[config.mk]
export PLATFORM = sky130hd
export DESIGN_NAME = matrix_result_streamer
export DESIGN_NICKNAME = d
export VERILOG_FILES = /design/src/rtl/matrix_result_streamer.sv
export SDC_FILE = /design/constraint.sdc
export NUM_CORES = 1
export LEC_CHECK = 0
export ABC_AREA = 0
export ABC_CLOCK_PERIOD_IN_PS = 5400
export BUFFER_PORTS_ARGS = -buffer_cell sky130_fd_sc_hd__buf_2
export CORE_MARGIN = 10
export CORE_UTILIZATION = 45
export CTS_BUF_LIST = sky130_fd_sc_hd__clkbuf_4
export DETAILED_ROUTE_END_ITERATION = 8
export PLACE_DENSITY = 0.76
export SYNTH_ARGS = -nofsm -noshare
export SYNTH_HDL_FRONTEND = slang
export SYNTH_SLANG_ARGS = --single-unit
[constraint.sdc]
create_clock -name clk -period 5.4 [get_ports clk]
set_clock_uncertainty 0.2 [all_clocks]
set_input_delay 1.08 -clock clk [delete_from_list [all_inputs] [get_ports clk]]
set_output_delay 1.08 -clock clk [all_outputs]
set_load 0.02 [all_outputs]
[src/rtl/matrix_result_streamer.sv]
// -----------------------------------------------------------------------------
// matrix_result_streamer
//
// Purpose:
//   This block sits on the drain side of matrix_multiplier. On each new
//   completion (a rising edge of done) it takes a snapshot of the nine product
//   elements. It then sends them out one per transfer, in row-major order, over
//   a valid/ready handshake. A narrow consumer can then read the 3x3 result
//   without sampling nine parallel buses.
//
// Ports:
//   clk                  system clock, rising edge
//   reset                synchronous, active-high
//   done                 completion flag from the multiplier (pulse or level)
//   M0_out..M8_out       product elements c00..c22, DATA_W bits each
//   out_data             element currently offered
//   out_valid            out_data / out_index / out_last are meaningful
//   out_ready            consumer accepts the offered element
//   out_index            position of the offered element, 0..8
//   out_last             offered element is index 8
//   busy                 a snapshot is being streamed
//   overrun              sticky: a completion arrived mid-stream and was dropped
//
// State table:
//   IDLE | no snapshot held; waiting for a completion edge
//   SEND | offering snapshot[out_index]; advancing on each accepted transfer
// -----------------------------------------------------------------------------
module matrix_result_streamer #(
    parameter int DATA_W = 8
) (
    input  logic              clk,
    input  logic              reset,
    input  logic              done,
    input  logic [DATA_W-1:0] M0_out,
    input  logic [DATA_W-1:0] M1_out,
    input  logic [DATA_W-1:0] M2_out,
    input  logic [DATA_W-1:0] M3_out,
    input  logic [DATA_W-1:0] M4_out,
    input  logic [DATA_W-1:0] M5_out,
    input  logic [DATA_W-1:0] M6_out,
    input  logic [DATA_W-1:0] M7_out,
    input  logic [DATA_W-1:0] M8_out,
    output logic [DATA_W-1:0] out_data,
    output logic              out_valid,
    input  logic              out_ready,
    output logic [3:0]        out_index,
    output logic              out_last,
    output logic              busy,
    output logic              overrun
);

    localparam logic [3:0] LAST_IDX = 4'd8;

    typedef enum logic {
        IDLE = 1'b0,
        SEND = 1'b1
    } state_t;

    state_t            state;
    logic [DATA_W-1:0] snap   [9];
    logic [DATA_W-1:0] in_bus [9];
    logic              done_q;
    logic              evt;
    logic              xfer;
    logic              at_last;
    logic [3:0]        next_index;

    always_comb begin
        in_bus[0] = M0_out;
        in_bus[1] = M1_out;
        in_bus[2] = M2_out;
        in_bus[3] = M3_out;
        in_bus[4] = M4_out;
        in_bus[5] = M5_out;
        in_bus[6] = M6_out;
        in_bus[7] = M7_out;
        in_bus[8] = M8_out;
    end

    // done_q resets high, so a done level held through reset is not treated
    // as a new completion.
    assign evt        = done & ~done_q;
    assign xfer       = out_valid & out_ready;
    assign at_last    = (out_index == LAST_IDX);
    assign next_index = out_index + 4'd1;

    always_ff @(posedge clk) begin
        if (reset) begin
            state     <= IDLE;
            done_q    <= 1'b1;
            out_data  <= '0;
            out_valid <= 1'b0;
            out_index <= 4'd0;
            out_last  <= 1'b0;
            busy      <= 1'b0;
            overrun   <= 1'b0;
            for (int k = 0; k < 9; k++) begin
                snap[k] <= '0;
            end
        end else begin
            done_q <= done;
            case (state)
                IDLE: begin
                    if (evt) begin
                        for (int k = 0; k < 9; k++) begin
                            snap[k] <= in_bus[k];
                        end
                        out_data  <= in_bus[0];
                        out_index <= 4'd0;
                        out_last  <= 1'b0;
                        out_valid <= 1'b1;
                        busy      <= 1'b1;
                        state     <= SEND;
                    end
                end

                SEND: begin
                    if (xfer && at_last) begin
                        if (evt) begin
                            // A completion that lands exactly on the final
                            // transfer is taken without a bubble, so it is
                            // not an overrun.
                            for (int k = 0; k < 9; k++) begin
                                snap[k] <= in_bus[k];
                            end
                            out_data  <= in_bus[0];
                            out_index <= 4'd0;
                            out_last  <= 1'b0;
                        end else begin
                            out_data  <= '0;
                            out_index <= 4'd0;
                            out_last  <= 1'b0;
                            out_valid <= 1'b0;
                            busy      <= 1'b0;
                            state     <= IDLE;
                        end
                    end else begin
                        if (xfer) begin
                            out_index <= next_index;
                            out_data  <= snap[next_index];
                            out_last  <= (next_index == LAST_IDX);
                        end
                        if (evt) begin
                            overrun <= 1'b1;
                        end
                    end
                end

                default: begin
                    state <= IDLE;
                end
            endcase
        end
    end

endmodule

# Word-level counts from Yosys, hierarchy flattened
# Memory sizes are Yosys's and may differ from the RTL's.
# Cells that the tools add are included.
dict set report totals {
  ramBits 72
  n_memories 1
  ff_bits 17
}
dict set report classes {
  eq_ne 6
  addsub 1
  bitwise_logic 23
  reduce_logical 4
  muxes 47
}
# memory depth width rd rd_ports_with_merged_regs wr line_no
set memory_table {}
lappend memory_table {snap 9 8 1 0 9 60} ;# logic [DATA_W-1:0] snap [9];
# operator count
set ops {}
lappend ops {{$mux W8} 22}
lappend ops {{$or A1 B1 Y1} 18}
lappend ops {{$mux W1} 17}
lappend ops {{$pmux W8 S2} 1}
lappend ops {{$mux W4} 3}
lappend ops {{$eq A4 B4 Y1 const B} 2}
lappend ops {{$pmux W4 S2} 1}
lappend ops {{$pmux W1 S2} 3}
lappend ops {{$reduce_and A3 Y1} 2}
lappend ops {{$add A4 B1 Y4 const B} 1}
lappend ops {{$ne A2 B2 Y1 const B} 2}
lappend ops {{$ne A3 B1 Y1 const B} 1}
lappend ops {{$not A1 Y1} 3}
lappend ops {{$and A1 B1 Y1} 2}
lappend ops {{$ne A2 B1 Y1 const B} 1}
lappend ops {{$reduce_and A2 Y1} 1}
lappend ops {{$logic_and A1 B1 Y1} 1}

# Longest topological paths before layout
# Gate-level depths: netlist (run 1).
dict set report depth {
  word_depth 8
  mapped_depth 10
  mapped_depth_nobuf 7
}

# Worst setup path before layout (run 1)
# Ideal clock, no wire load.
dict set report synth_path {
  path_type {input port to flip-flop}
  from {input port out_ready}
  to {memory snap[0][0] (enable)}
  cell_stages 3
  t_required_ns 4.683
  arrival_ns 4.790
  slack_ns -0.107
  cell_sequence {nand2_1 o21a_2 o21bai_1}
}
# element line_no
set synth_lines {}
lappend synth_lines {{from (decl)} 45} ;# input logic out_ready,
lappend synth_lines {{to (decl)} 60}

==> results of run 1 <==
==> cell type report <==
class | instances | area, µm²
Clock inverter | 6 | 91.3
Fill cell | 760 | 3990
Sequential cell | 89 | 2500
Inverter | 2 | 7.51
Tap cell | 108 | 135
Multi-Input combinational cell | 211 | 1460
Clock buffer | 9 | 67.6
Timing Repair Buffer | 93 | 470
==> synthesized netlist by cell type (all sizes together), types with 2 or more instances <==
cell / number / area share [%]
dfxtp: 17 / 8.4
a32oi: 10 / 2.2
clkbuf: 14 / 1.4
edfxtp: 72 / 53
nor2b: 3 / 0.46
nor3b: 2 / 0.37
nand2: 30 / 2.8
o211ai: 3 / 0.56
and3: 4 / 0.62
o21ai: 6 / 0.74
nand3: 7 / 0.87
xor2: 2 / 0.62
and2: 73 / 11
inv: 2 / 0.19
a21oi: 8 / 0.99
mux4: 10 / 5.6
nand3b: 2 / 0.37
ha: 3 / 0.93
a211oi: 4 / 0.74
or3: 3 / 0.46
nor2: 23 / 2.1
mux2i: 6 / 1.5
buf: 5 / 0.80
xnor2: 2 / 0.62
==> power by group <==
part           leakage (nW)  total [mW]  internal [mW]  switching, mW
logic                 0.943      0.0899         0.0421         0.0478
clock network        0.0868       0.407          0.189          0.218
registers             0.892       0.789          0.776         0.0133
total                  1.92        1.29           1.01          0.279
==> sequential cells by signal (all words and copies together) (netlist names) <==
| signal | flops |
|---|---|
| state | 1 |
| snap | 72 |
| out_data | 8 |
| out_last | 1 |
| out_index | 4 |
| done_q | 1 |
| busy | 1 |
| overrun | 1 |
==> cells by family (layout without fill, tap and decap cells) <==
family | count (synthesis) | count (layout) | share of synthesized area [%]
and+or+nand+nor | 151 | 151 | 20.2
adders and majority gates | 3 | 3 | 0.927
muxes | 16 | 16 | 7.05
DFF | 89 | 89 | 61.8
xor gates and xnor gates | 4 | 4 | 1.24
buffers and inverters | 21 | 110 | 2.41
AOI/OAI and AO/OA | 37 | 37 | 6.37
==> tightest hold or removal path: stages (launching register included) <==
cell and delay (ns):
dfxtp_1 0.34, nand2_1 0.05, a21oi_1 0.05
==> stage by stage <==
stage          hold slack (ns)  setup WS, ns
6_report                 0.275          2.11
2_1_floorplan            0.323          1.43
3_5_place_dp             0.257          1.94
4_1_cts                  0.276          2.05
5_1_grt                  0.290          1.77
3_3_place_gp             0.242          2.03
==> per-layer routing <==
metal,wire [µm],part of all wire (%),up-vias
li1,-,-,1317
met1,3850,44,1245
met2,3990,46,85
met3,615,7.1,20
met4,216,2.5,0
met5,0,0,-
==> final timing paths <==
path	from	endpoint	slack, ns	depth (start not counted)
worst max-delay path	out_index[0]$_SDFFE_PP0P_	snap[8][1]$_DFFE_PP_	2.11	6
worst min register to register	out_last$_SDFFE_PP0P_	out_last$_SDFFE_PP0P_	0.28	2
worst max register to register	out_index[0]$_SDFFE_PP0P_	snap[8][1]$_DFFE_PP_	2.11	6
worst min-delay path	out_last$_SDFFE_PP0P_	out_last$_SDFFE_PP0P_	0.28	2
==> qor.yml, run 1 <==
post_cts_buffers: 0
yosysSeqAreaShare_pct: 61.8
crit_path_start_kind: "flop"
crit_buf_inv: 2
critical_path.max_stage_delay_ns: 0.69
drtIter0Drc: 201
path_delay_family: "compound AO/OA/AOI/OAI gates"
grt_max_degree: 73
viasPerCell: 5.15
path_max_fanout: 43
finalPower_mw: 1.29
mostFrequentLayoutCells: "91 x buf_2, 73 x and2_1, 72 x edfxtp_1"
utilization_pct: 54.3
rsz0062_at_grt: "no"
final_area_um2: 4730
cts.sinks: 89
worstPathArrival_ns: 3.17
drive_gt1_share_pct: 30.2
status: "completed"
slew_headroom_pct: 20.4
syn_area_per_cell_um2: 12.6
cp.required_ns: 5.28
worst_pin_slew_ns: 1.19
gp_congestion: 0.822
async_flop_share_pct: 0
ctsLongestPathBuffers: 2
grtUsageMet1_pct: 16.6
hold_path_class: "reg -> reg"
maxCapViolations: 0
die-area_um2: 13200
post_drt_wl_per_cell_um: 16.7
dieHeight_um: 115
use_met3_pct: 4.69
busiest_layer: "met2"
placedInstanceArea_um2: 4580
cts_root_buf: "clkbuf_4"
fin_crit_ns: 3.29
rows: 34
die_w_um: 115
synth_seq_cells: 89
crit_chain: "inv_1, ha_1, nand3b_1, o21a_2, o21bai_4, buf_4"
synth.distinct_cells: 39
core_um2: 8720
clkTransAtPathRegs_ns: 0.13
h-tree-depth: 3
dp_cells: 503
cts.hold.buffers_added: 0
initial_core_util_pct: 46.4
setup_viol: 0
synth_nets: 400
hpwl_mm: 6.54
ys.flop_type: "edfxtp_1"
ys_warn_count: 0
io_pins: 92
p_per_area_nw_per_um2: 272
grt_pass1_wl_mm: 14.0
critPathKind: "reg -> reg"
overflow: 0
area_growth_pct: 16.9
finalNetCount: 485
portBuffers: 91
tns_ns: 0
stdcell_count: 518
antenna_left: 0
antenna_found_initial: 0
clock.fmax_ghz: 0.304
drc: 0
totalWireLength_mm: 8.67
synth_edf_count: 72
min_period_over_period_pct: 60.9
met2_usage_pct: 20.5
slew_violations: 0
layout_commonest_cell: "buf_2"
critPathSlowestCell: "o21bai_4"
max-vdd-ir-drop_uv: 96.5
syn-cell-area_um2: 4050
cp-end-kind: "flop"
first_pass_iters: 4
n_antenna_cell: 0
clk_latency_ns: 0.44
cts_buffers: 9
grt_pass1_vias: 2890
grt_usage_pct: 13.3
p_leak_nw: 1.92
cts_resized: 0
syn-instance-count: 321
num_vias: 2667
tritoncts: "built"
finalHoldViolations: 0
Note: power is estimated with default switching activity, not from simulation.
==> run 2, diff against run 1 <==
Settings changed: ABC_AREA 0 to 1, ABC_CLOCK_PERIOD_IN_PS 5400 to 2750, PLACE_DENSITY 0.76 to 0.75.
Clock period 5.4 ns to 2.75 ns, I/O delays scaled along.
==> run 2 against run 1 <==
  * Fmax up 45%
  * Utilization down 1.4 points
  * Non-clock buffer count up 1
  * First-iteration DRC count up 24%
  * Die area up 8.7%
  * Final cell count up 36%
  * Critical path depth up 3
  * Power up 100%
  * Worst setup slack worse by 1.6 ns
  * Synthesized cell count up 51%
  * Hold slack worse by 0.16 ns
  * Critical path type unchanged
  * Largest power group unchanged
  * Highest routed layer unchanged
==> qor.yml, run 2 <==
status: "completed"
synth_nets: 564
drc: 0
dp_cells: 690
cp-end-kind: "flop"
final_area_um2: 5150
ys.flop_type: "edfxtp_1"
setup_viol: 0
crit_chain: "inv_1, ha_4, nand3_2, nor2_4, nor2_4, inv_4, nand3_4, buf_12, nor2_1"
drtIter0Drc: 249
ctsLongestPathBuffers: 2
n_antenna_cell: 0
synth.distinct_cells: 26
seq_area_um2: 2510
maxCapViolations: 0
rsz0062_at_grt: "no"
finalPower_mw: 2.58
critPathKind: "reg -> reg"
rows: 36
viasPerCell: 4.77
slew_headroom_pct: 66.0
portBuffers: 91
gp_congestion: 0.850
first_pass_iters: 4
worstPathArrival_ns: 2.26
die-area_um2: 14300
antenna_found_initial: 0
hpwl_mm: 7.24
hold_slack_ns: 0.119
critPathSlowestCell: "dfxtp_1"
die_w_um: 120
swShare_pct: 22.9
drive_gt1_share_pct: 32.9
yosysMostFrequentCell: "nand2_1"
syn-cell-area_um2: 4480
fill_cells: 907
area_growth_pct: 15.0
totalWireLength_mm: 9.75
top_regs: "snap: 72 flops, out_data: 8 flops, out_index: 4 flops"
cts_buffers: 9
async_flop_share_pct: 0
net-switching-power_mw: 0.593
cts_resized: 0
ys_warn_count: 0
finalHoldViolations: 0
cts.hold.buffers_added: 0
max-vdd-ir-drop_uv: 220
core_um2: 9730
slew_violations: 0
p_per_area_nw_per_um2: 502
crit_path_start_kind: "flop"
cts.sinks: 89
syn-instance-count: 485
grt_pass1_vias: 3462
clk_latency_ns: 0.44
clock.fmax_ghz: 0.440
p_leak_nw: 2.38
post_drt_wl_per_cell_um: 13.8
placedInstanceArea_um2: 4990
antenna_left: 0
clkTransAtPathRegs_ns: 0.13
h-tree-depth: 3
syn_area_per_cell_um2: 9.23
synthTopCellsByArea: "edfxtp_1 48%, nor2_2 8.4%, nand2_1 7.6%"
cts_root_buf: "clkbuf_4"
critical_path.max_stage_delay_ns: 0.52
num_vias: 3366
grt_max_degree: 73
p_int_mw: 1.99
pwr-share-comb_pct: 9.4
cp.required_ns: 2.74
initial_core_util_pct: 46.0
mostFrequentLayoutCells: "91 x nand2_1, 91 x buf_2, 86 x inv_1"
fin_ws_ns: 0.478
path_common_cell: "nor2_4"
synth_commonest_cells: "91 x nand2_1, 86 x inv_1, 72 x edfxtp_1, 63 x nand3_1, 60 x nor2_2"
finalNetCount: 647
synth_edf_count: 72
tritoncts: "built"
place_ws_ns: 0.491
grt_usage_pct: 13.8
hold_path_class: "in -> reg"
largest_register: "snap"
yosysSeqAreaShare_pct: 55.9
post_cts_buffers: 0
synth_top_area_cell: "edfxtp_1"
stdcell_count: 705
largest_register_ffs: 72
dieHeight_um: 120
synth_top_area_share_pct: 48.3
clock_power_share_pct: 30.7
min_period_over_period_pct: 82.6
seqPwrFrac_pct: 59.9
multi_input_area_um2: 1470
synth_seq_cells: 89
worst_pin_slew_ns: 0.509
path_max_fanout: 72
overflow: 0
fin_crit_ns: 2.27
grt_pass1_wl_mm: 16.1
io_pins: 92
## run 2: cell types whose count changed after synthesis, moves of 10 or more
cell	change
and2_1	-73
mux4_2	-10
inv_1	+84
nor2_2	+60
a21oi_1	+11
a32oi_1	-10
nand2_1	+61
nand3_1	+56
buf_6	+11
## run 2: stage by stage
step / setup TNS, ns / util [%]
detailed placement: 0 / 51.3
finish: 0 / 52.9
floorplan: -13.85 / -
global route: 0 / 52.9
global placement: 0 / 51.3
CTS: 0 / 52.9
## run 2: path summary, 6_finish.rpt
kind / endpoint / slack (ns) / depth (start not counted) / from
worst max-delay path: snap[4][4]$_DFFE_PP_ / 0.48 / 9 / out_index[1]$_SDFFE_PP0P_
worst min-delay path: done_q$_SDFF_PP1_ / 0.12 / 3 / done
worst max register to register: snap[4][4]$_DFFE_PP_ / 0.48 / 9 / out_index[1]$_SDFFE_PP0P_
worst min register to register: overrun$_SDFFE_PP0P_ / 0.30 / 2 / overrun$_SDFFE_PP0P_
## run 2: power groups by stage
stage	combinational [mW]	clock [mW]	sequential, mW
global placement	0.238	0	1.58
CTS	0.245	0.809	1.55
finish	0.241	0.793	1.55
global route	0.272	0.866	1.55
floorplan	0.142	0	1.58
detailed placement	0.244	0	1.58
## run 2: critical path, delay by kind of cell, from the launching register on
| family | cells | cell delay, ns |
|---|---|---|
| buffers and inverters | 3 | 0.56 |
| and+or+nand+nor | 5 | 0.49 |
| adders and majority gates | 1 | 0.17 |
| DFF | 1 | 0.52 |
## run 2: layout make-up
type | instances | area share, %
timing repair buffer | 94 | 9.77
clock buffer | 10 | 1.46
multi-input combinational | 283 | 28.5
inverter | 91 | 6.78
sequential | 89 | 48.7
clock inverter | 5 | 1.58
tap | 133 | 3.23
## run 2: layer usage
layer / GRT usage, % / vias up / part of all wire (%)
met1: 16.8 / 1531 / 42
met2: 22.4 / 127 / 48
met4: 4.98 / 0 / 2.0
met3: 4.69 / 20 / 7.6
met5: 0 / - / 0
li1: - / 1688 / -
## run 2: cell families after synthesis
group	synth area share (%)
flip-flops	55.9
buffers and inverters	11.9
AND/OR/NAND/NOR	27.2
AO/OA/AOI/OAI	3.44
XOR/XNOR	0.727
adder cells (fa/ha/maj)	0.839
